--- config.mk ---
export PLATFORM = sky130hd
export DESIGN_NAME = disp_dither
export DESIGN_NICKNAME = d
export VERILOG_FILES = /design/src/rtl/disp_dither.sv
export SDC_FILE = /design/constraint.sdc
export NUM_CORES = 1
export LEC_CHECK = 0
export ABC_CLOCK_PERIOD_IN_PS = 4300
export CORE_MARGIN = 4
export CORE_UTILIZATION = 50
export DETAILED_ROUTE_END_ITERATION = 16
export PLACE_DENSITY = 0.87
export RECOVER_POWER = 25
export SLEW_MARGIN = 20
export SYNTH_ARGS = -nofsm -noshare
export SYNTH_HDL_FRONTEND = slang
export SYNTH_SLANG_ARGS = --single-unit
--- constraint.sdc ---
create_clock -name clk -period 4.3 [get_ports clk]
set_clock_uncertainty 0.2 [all_clocks]
set_input_delay 1.075 -clock clk [delete_from_list [all_inputs] [get_ports clk]]
set_output_delay 1.075 -clock clk [all_outputs]
set_load 0.02 [all_outputs]
--- src/rtl/disp_dither.sv ---
// Ordered 4x4 Bayer dither from 12-bit linear RGB to 8-bit panel RGB,
// with optional per-frame matrix rotation and a fixed two-cycle latency.
module disp_dither #(
  parameter int unsigned IN_DW   = 12,
  parameter int unsigned OUT_DW  = 8,
  parameter int unsigned HCNT_BW = 11,
  parameter int unsigned VCNT_BW = 11
) (
  input  logic              clk,
  input  logic              rstn,
  input  logic              vsync_in,
  input  logic              de_in,
  input  logic [IN_DW-1:0]  r_in,
  input  logic [IN_DW-1:0]  g_in,
  input  logic [IN_DW-1:0]  b_in,
  input  logic              reg_dither_en,
  input  logic              reg_temporal_en,
  output logic              vsync_out,
  output logic              de_out,
  output logic [OUT_DW-1:0] r_out,
  output logic [OUT_DW-1:0] g_out,
  output logic [OUT_DW-1:0] b_out
);

  localparam int unsigned FRAC_W = IN_DW - OUT_DW;
  localparam int unsigned SUM_W  = OUT_DW + 1;

  logic               vsync_d1, de_d1;
  logic               vs_rise, de_fall;
  logic               dith_en_s, temp_en_s;
  logic [HCNT_BW-1:0] h_cnt;
  logic [VCNT_BW-1:0] v_cnt;
  logic [1:0]         frm_cnt;
  logic [1:0]         f, xi, yi;
  logic [FRAC_W-1:0]  thr;

  logic [IN_DW-1:0]   r_s1, g_s1, b_s1;
  logic               vs_s1, de_s1, dith_s1;
  logic [FRAC_W-1:0]  thr_s1;

  // Round up by one LSB when the dropped fraction exceeds the threshold.
  function automatic logic [OUT_DW-1:0] dither_ch(input logic [IN_DW-1:0]  px,
                                                  input logic [FRAC_W-1:0] t,
                                                  input logic              en);
    logic [SUM_W-1:0] sum;
    sum = SUM_W'(px[IN_DW-1:FRAC_W]) + SUM_W'(en && (px[FRAC_W-1:0] > t));
    return sum[OUT_DW] ? {OUT_DW{1'b1}} : sum[OUT_DW-1:0];
  endfunction

  // Edge detects and threshold lookup for the pixel currently at the input.
  always_comb begin
    vs_rise = vsync_in & ~vsync_d1;
    de_fall = ~de_in & de_d1;
    f       = temp_en_s ? frm_cnt : 2'd0;
    xi      = h_cnt[1:0] + f;
    yi      = v_cnt[1:0] + {f[0], f[1]};
    thr     = '0;
    case ({yi, xi})
      4'h0: thr = FRAC_W'(0);
      4'h1: thr = FRAC_W'(8);
      4'h2: thr = FRAC_W'(2);
      4'h3: thr = FRAC_W'(10);
      4'h4: thr = FRAC_W'(12);
      4'h5: thr = FRAC_W'(4);
      4'h6: thr = FRAC_W'(14);
      4'h7: thr = FRAC_W'(6);
      4'h8: thr = FRAC_W'(3);
      4'h9: thr = FRAC_W'(11);
      4'hA: thr = FRAC_W'(1);
      4'hB: thr = FRAC_W'(9);
      4'hC: thr = FRAC_W'(15);
      4'hD: thr = FRAC_W'(7);
      4'hE: thr = FRAC_W'(13);
      4'hF: thr = FRAC_W'(5);
      default: thr = '0;
    endcase
  end

  // Position tracking and frame-start shadowing of the control bits.
  always_ff @(posedge clk or negedge rstn) begin
    if (!rstn) begin
      vsync_d1  <= 1'b0;
      de_d1     <= 1'b0;
      dith_en_s <= 1'b0;
      temp_en_s <= 1'b0;
      frm_cnt   <= '0;
      h_cnt     <= '0;
      v_cnt     <= '0;
    end else begin
      vsync_d1 <= vsync_in;
      de_d1    <= de_in;
      if (vs_rise) begin
        dith_en_s <= reg_dither_en;
        temp_en_s <= reg_temporal_en;
        frm_cnt   <= frm_cnt + 2'd1;
      end
      h_cnt <= de_in ? h_cnt + HCNT_BW'(1) : '0;
      if (vs_rise)      v_cnt <= '0;
      else if (de_fall) v_cnt <= v_cnt + VCNT_BW'(1);
    end
  end

  // Stage 1: capture pixel, timing and its threshold.
  always_ff @(posedge clk or negedge rstn) begin
    if (!rstn) begin
      r_s1    <= '0;
      g_s1    <= '0;
      b_s1    <= '0;
      vs_s1   <= 1'b0;
      de_s1   <= 1'b0;
      dith_s1 <= 1'b0;
      thr_s1  <= '0;
    end else begin
      r_s1    <= r_in;
      g_s1    <= g_in;
      b_s1    <= b_in;
      vs_s1   <= vsync_in;
      de_s1   <= de_in;
      dith_s1 <= dith_en_s;
      thr_s1  <= thr;
    end
  end

  // Stage 2: add, saturate and blank outside active video.
  always_ff @(posedge clk or negedge rstn) begin
    if (!rstn) begin
      vsync_out <= 1'b0;
      de_out    <= 1'b0;
      r_out     <= '0;
      g_out     <= '0;
      b_out     <= '0;
    end else begin
      vsync_out <= vs_s1;
      de_out    <= de_s1;
      r_out     <= de_s1 ? dither_ch(r_s1, thr_s1, dith_s1) : '0;
      g_out     <= de_s1 ? dither_ch(g_s1, thr_s1, dith_s1) : '0;
      b_out     <= de_s1 ? dither_ch(b_s1, thr_s1, dith_s1) : '0;
    end
  end

endmodule

==> flow_metrics.tcl, run 1 <==
set metrics [dict create \
    routed_wl_um 5720 \
    grt_overflow 0 \
    critPathRequiredTime_ns 3.02 \
    die_area_sq_mm 0.00741 \
    cts.clk_slew.worst_paths_ns 0.08 \
    numCtsBuffers 9 \
    track_usage 0.169 \
    end_kind "output port" \
    antenna_found_initial 0 \
    nets 365 \
    ir_worst_vdd_mv 0.305 \
    die_w_um 86.1 \
    tritoncts "built" \
    ant_nets 0 \
    routed_via_density 5.29 \
    p_per_area_mw_per_mm2 472 \
    p_leak_nw 1.79 \
    r2r_end "b_out[7]" \
    fin_area_sq_mm 0.00403 \
    maxSlewHeadroom 0.394 \
    yosysSeqAreaShare 0.632 \
    yosys_warnings 0 \
    rsz0062_at_grt "false" \
    timing.rr.start "thr_s1[1]" \
    final.min_clock_period_ns 2.58 \
    cp_slowest_stage_delay_ns 0.61 \
    cp-start-kind "flop" \
    worst-path-buf-inv 1 \
    setup_tns_ns 0 \
    io_pins 68 \
    ctsHtreeMaxLevel 3 \
    syn_nets 293 \
    syn_inst 231 \
    crit_chain "clkdlybuf4s50_1" \
    setup_viol 0 \
    critPathArrivalTime_ns 1.30 \
    crit_cells 1 \
    finalHoldViolCount 0 \
    cts.sinks 77 \
    crit_path_start "de_out" \
    synthTopCellsByArea "dfrtp_1 (63%), ha_1 (8.2%), o21a_1 (3.0%), xor2_1 (2.3%), a21oi_1 (1.6%)" \
    hpwl_um 4110 \
    row_count 28 \
    fmax_mhz 388 \
    yosys.area.top_type "dfrtp_1" \
    tightest_slew_ns 0.909 \
    fillCellCount 420 \
    clockRootBuffer "clkbuf_8" \
    cp_max_fo 1 \
    critPathSlowestCell "clkdlybuf4s50_1" \
    drv_slew 0 \
    drtIter0Drc 98 \
    grt_pass1_wl_um 9400 \
    ctsHoldBuffers 0 \
    netlist_area_sq_mm 0.00305 \
    start_util 0.515 \
    place_congestion 0.792 \
    synth-seq-cells 77 \
    worstSetupPathType "reg -> out" \
    min_path_type "reg -> reg" \
    cts-resized-gates 0 \
    diodes 0 \
    clockBufferDepth 2 \
    rrSetupSlack_ns 1.76 \
    die_h_um 86.1 \
    status "finished clean" \
    io_buffers 67 \
    post-route-period-util 0.600 \
    vias 2025 \
    place_area_sq_mm 0.00378 \
    post_cts_buffers 0 \
    r2r_cells 10 \
    holdPathStages 0 \
    grt_pass1_vias 2031 \
    area_delta_synth_final_pct 32.2 \
    drive_above_1_share 0.0779 \
    syn_area_per_cell_sq_um 13.2 \
    post-route-drc-count 0 \
    clk_latency_ns 0.34 \
    crit_end "de_out" \
    grt_max_degree 78 \
    wl_per_cell_um 14.9 \
    drv_cap 0 \
    dr.pass1.iters 4 \
    synth_top_area_frac 0.632 \
    crit_family "buffers and inverters" \
    synth.distinct_cells 39 \
    core_area_sq_mm 0.00592 \
]
## sequential cells by signal (all words and copies together), names as in the netlist, 4 cells and up
name    cells
b_s1       12
r_s1       12
thr_s1      4
g_out       8
b_out       8
r_out       8
g_s1       12
## worst register-to-register path: stages (launching register included)
cell and delay (ns):
dfrtp_1 0.37, inv_1 0.10, ha_1 0.25, nor2b_1 0.13
o211ai_1 0.15, a21oi_1 0.09, ha_1 0.23, ha_1 0.25
and3_1 0.24, a211oi_1 0.29, a211oi_2 0.10
## cell families after synthesis
logic type | after synthesis | synth area share
flops | 77 | 0.632
fa+ha+maj | 20 | 0.0821
buf+inv | 17 | 0.0230
compound gates | 50 | 0.113
mux | 2 | 0.00739
simple gates | 52 | 0.102
xor+xnor | 13 | 0.0398
## worst min-delay path by stage
stage                   start  endpoint
floorplan               de_s1    de_out
global placement    dith_en_s   dith_s1
detailed placement  dith_en_s   dith_s1
CTS                 dith_en_s   dith_s1
global route        dith_en_s   dith_s1
finish              dith_en_s   dith_s1
## cell usage after synthesis
library cell,instances
buf_2,4
inv_2,1
and4b_1,1
mux2_2,2
xor2_1,8
nand2_1,6
nand4_1,7
a31oi_1,8
a21oi_1,10
xnor2_1,4
and4_1,3
nor2_1,4
and4_4,1
a211oi_1,2
o31a_1,3
a41oi_1,1
clkbuf_1,1
inv_1,10
a21boi_1,3
ha_1,20
nor3_1,6
or3_1,1
o21a_1,12
nor2b_1,5
and2_1,3
nor4b_1,2
nor3b_1,2
o22ai_1,1
dfrtp_1,77
nand3_1,6
o21ai_0,4
and3_1,4
o221a_2,1
a311oi_1,2
nand3b_1,1
xnor2_2,1
a211oi_2,1
clkbuf_2,1
o211ai_1,2
## metrics by stage
step | util | power [mW] | worst slack [ns] | instances | hold WS [ns]
after floorplan | - | 1.11 | 1.96 | 231 | 0.149
final | 0.680 | 1.90 | 1.72 | 383 | 0.183
after global routing | 0.680 | 2.02 | 1.56 | 383 | 0.191
after detailed placement | 0.638 | 1.28 | 1.64 | 367 | 0.165
after global placement | 0.638 | 1.25 | 1.68 | 367 | 0.170
after CTS | 0.680 | 1.93 | 1.70 | 383 | 0.183
## power by group
part	switching, mW	internal, mW
Combinational	0.199	0.200
Sequential	0.0486	0.803
Clock	0.251	0.400
## cells in the final DEF, fill, tap and decap left out, drive strengths merged, types with 2 or more instances in the layout
master         netlist  final
a211oi               3      3
a21boi               3      3
a21oi               10     10
a311oi               2      2
a31oi                8      8
and2                 3      3
and3                 4      4
and4                 4      4
bufinv               0      3
clkbuf               2     10
clkdlybuf4s50        0     28
clkinvlp             0      2
dfrtp               77     77
dlygate4sd3          0     38
ha                  20     20
inv                 11     11
mux2                 2      2
nand2                6      6
nand3                6      6
nand4                7      7
nor2                 4      4
nor2b                5      5
nor3                 6      6
nor3b                2      2
nor4b                2      2
o211ai               2      2
o21a                12     12
o21ai                4      4
o31a                 3      3
xnor2                5      5
xor2                 8      8
## area by class of cell
type	count	area, sq um	share of cell area
Clock inverter	6	110	0.0273
Sequential cell	77	1930	0.478
Multi-Input combinational cell	137	1050	0.261
Inverter	11	41.3	0.0103
Clock buffer	10	138	0.0342
Timing Repair Buffer	67	668	0.166
Tap cell	75	93.8	0.0233
## layer usage
layer / up-vias / share of wire / wire (um) / track usage
met3: 12 / 0.080 / 457 / 0.0663
met5: - / 0 / 0 / 0
met2: 79 / 0.52 / 2960 / 0.279
met4: 0 / 0.015 / 84 / 0.0576
met1: 957 / 0.39 / 2210 / 0.201
li1: 977 / - / - / -
Note: power is estimated with default switching activity, not from simulation.
==> run 2, diff against run 1 <==
--- a/config.mk
+++ b/config.mk
@@ -5,11 +5,11 @@
 export SDC_FILE = /design/constraint.sdc
 export NUM_CORES = 1
 export LEC_CHECK = 0
-export ABC_CLOCK_PERIOD_IN_PS = 4300
+export ABC_CLOCK_PERIOD_IN_PS = 2120
 export CORE_MARGIN = 4
-export CORE_UTILIZATION = 50
+export CORE_UTILIZATION = 45
 export DETAILED_ROUTE_END_ITERATION = 16
-export PLACE_DENSITY = 0.87
+export PLACE_DENSITY = 0.83
 export RECOVER_POWER = 25
 export SLEW_MARGIN = 20
 export SYNTH_ARGS = -nofsm -noshare
==> constraint.sdc (replaced) <==
create_clock -name clk -period 2.12 [get_ports clk]
set_clock_uncertainty 0.2 [all_clocks]
set_input_delay 0.53 -clock clk [delete_from_list [all_inputs] [get_ports clk]]
set_output_delay 0.53 -clock clk [all_outputs]
set_load 0.02 [all_outputs]
==> flow_metrics.tcl, run 2 (synthesis results as in run 1) <==
set metrics [dict create \
    tightest_slew_ns 0.416 \
    grt_max_degree 34 \
    crit_chain "inv_2 > ha_4 > nor2b_4 > o211ai_1 > a21oi_2 > ha_4 > ha_4 > and3_4 > a211oi_2 > a211oi_2" \
    setup_viol 19 \
    numCtsBuffers 9 \
    critPathRequiredTime_ns 2.15 \
    cts.sinks 77 \
    cp_max_fo 4 \
    antenna_found_initial 0 \
    clockBufferDepth 2 \
    track_usage 0.166 \
    clk_latency_ns 0.35 \
    io_pins 68 \
    post-route-period-util 1.08 \
    place_congestion 0.756 \
    finalHoldViolCount 0 \
    worstSetupPathType "reg -> reg" \
    drtIter0Drc 52 \
    min_path_type "reg -> reg" \
    final_util 0.681 \
    tritoncts "built" \
    final.min_clock_period_ns 2.29 \
    row_count 29 \
    core_area_sq_mm 0.00646 \
    fillCellCount 478 \
    fin_ws_ns -0.170 \
    maxSlewHeadroom 0.723 \
    routed_wl_um 6450 \
    rsz0062_at_grt "true" \
    grt_pass1_vias 2287 \
    cts.clk_slew.worst_paths_ns 0.08 \
    timing.rr.start "thr_s1[1]" \
    p_per_area_mw_per_mm2 865 \
    io_buffers 67 \
    critPathArrivalTime_ns 2.32 \
    die_area_sq_mm 0.00815 \
    final_common_cell "dfrtp_1" \
    routed_via_density 5.33 \
    violations "negative setup slack" \
    status "complete, but fails checks" \
    critPathSlowestCell "dfrtp_1" \
    p_leak_nw 1.86 \
    die_w_um 90.3 \
    crit_path_start "thr_s1[1]" \
    crit_top_cell "ha_4" \
    ir_worst_vdd_mv 0.579 \
    setup_tns_ns -1.42 \
    ctsHtreeMaxLevel 3 \
    die_h_um 90.3 \
    hpwl_um 4680 \
    cp_slowest_stage_delay_ns 0.38 \
    drive_above_1_share 0.252 \
    end_kind "flop" \
    fmax_mhz 437 \
    area_delta_synth_final_pct 44.3 \
    dr.pass1.iters 4 \
    drv_slew 0 \
    grt_pass1_wl_um 10600 \
    clockRootBuffer "clkbuf_8" \
    cp-start-kind "flop" \
    placed_cells 378 \
    reg_top3 "b_s1: 12 flops, g_s1: 12 flops, r_s1: 12 flops" \
    most-common-layout-cells "dfrtp_1 (77), dlygate4sd3_1 (38), clkdlybuf4s50_1 (29)" \
    drv_cap 0 \
    wl_per_cell_um 16.2 \
    ant_nets 0 \
    fin_cells 399 \
    grt_overflow 0 \
    start_util 0.472 \
    vias 2127 \
    nets 380 \
    post-route-drc-count 0 \
    min_from "dith_en_s" \
    diodes 0 \
]
run 2: cell types whose count changed in the layout (fill, tap and decap cells not counted), sizes merged:
cell / change
clkinvlp: -1
clkdlybuf4s50: +1
clkinv: +3
bufinv: -3
buf: +14
run 2: final timing paths:
check | end | slack [ns] | cells after the start
max | b_out[7] | -0.17 | 10
max reg2reg | b_out[7] | -0.17 | 10
max in group asynchronous | g_s1[6] | 0.70 | 3
min reg2reg | dith_s1 | 0.17 | 0
min | dith_s1 | 0.17 | 0
min in group asynchronous | r_out[7] | 0.47 | 2
run 2: metrics by stage:
stage	instance area [sq um]	power [mW]	worst slack [ns]	hold WS, ns
floorplan	3140	2.32	-0.00649	0.0344
global placement	3960	2.65	-0.181	0.160
detailed placement	3960	2.70	-0.232	0.160
CTS	4240	3.74	-0.199	0.178
global route	4400	4.04	-0.255	0.192
finish	4400	3.80	-0.170	0.175
run 2: layout make-up:
cell class | count | area (sq um) | share of cell area
Sequential cell | 77 | 1930 | 0.438
Timing Repair Buffer | 82 | 807 | 0.184
Inverter | 11 | 41.3 | 0.00939
Clock buffer | 10 | 138 | 0.0313
Clock inverter | 5 | 27.5 | 0.00626
Multi-Input combinational cell | 137 | 1360 | 0.309
Tap cell | 77 | 96.3 | 0.0219
run 2: worst max-delay path: cells and delay by family, from the launching register on:
kind | cells | cell delay, ns
AOI/OAI and AO/OA | 4 | 0.59
buffers and inverters | 1 | 0.11
adders and majority gates | 3 | 0.58
DFF | 1 | 0.38
and+or+nand+nor | 2 | 0.32
run 2: metal layers:
metal	vias up	wire (um)	GRT usage
met1	1052	2530	0.183
met3	11	303	0.0525
met2	58	3480	0.294
met4	0	127	0.0702
met5	-	0	0
li1	1006	-	-
run 2: power by group:
part           leakage (nW)  total [mW]  internal [mW]  switching (mW)
clock network        0.0877       0.951          0.442           0.509
registers             0.934        1.75           1.63           0.120
logic                 0.836        1.10          0.591           0.510
run 2: timing repair:
item                                    in CTS  in global routing
pin swaps                                   24                 19
gates cloned                                 0                  0
hold buffers                                 1                  0
hold endpoints to repair                    30                  0
buffers inserted                             3                  2
resized for setup                           16                 25
endpoints found under the setup margin      24                 24
==> run 3, diff against run 2 <==
--- a/config.mk
+++ b/config.mk
@@ -9,6 +9,7 @@
 export CORE_MARGIN = 4
 export CORE_UTILIZATION = 45
 export DETAILED_ROUTE_END_ITERATION = 16
+export GPL_ROUTABILITY_DRIVEN = 0
 export PLACE_DENSITY = 0.83
 export RECOVER_POWER = 25
 export SLEW_MARGIN = 20
==> results of run 3 <==
Final layout, timing and power as in run 2 (identical DEF).
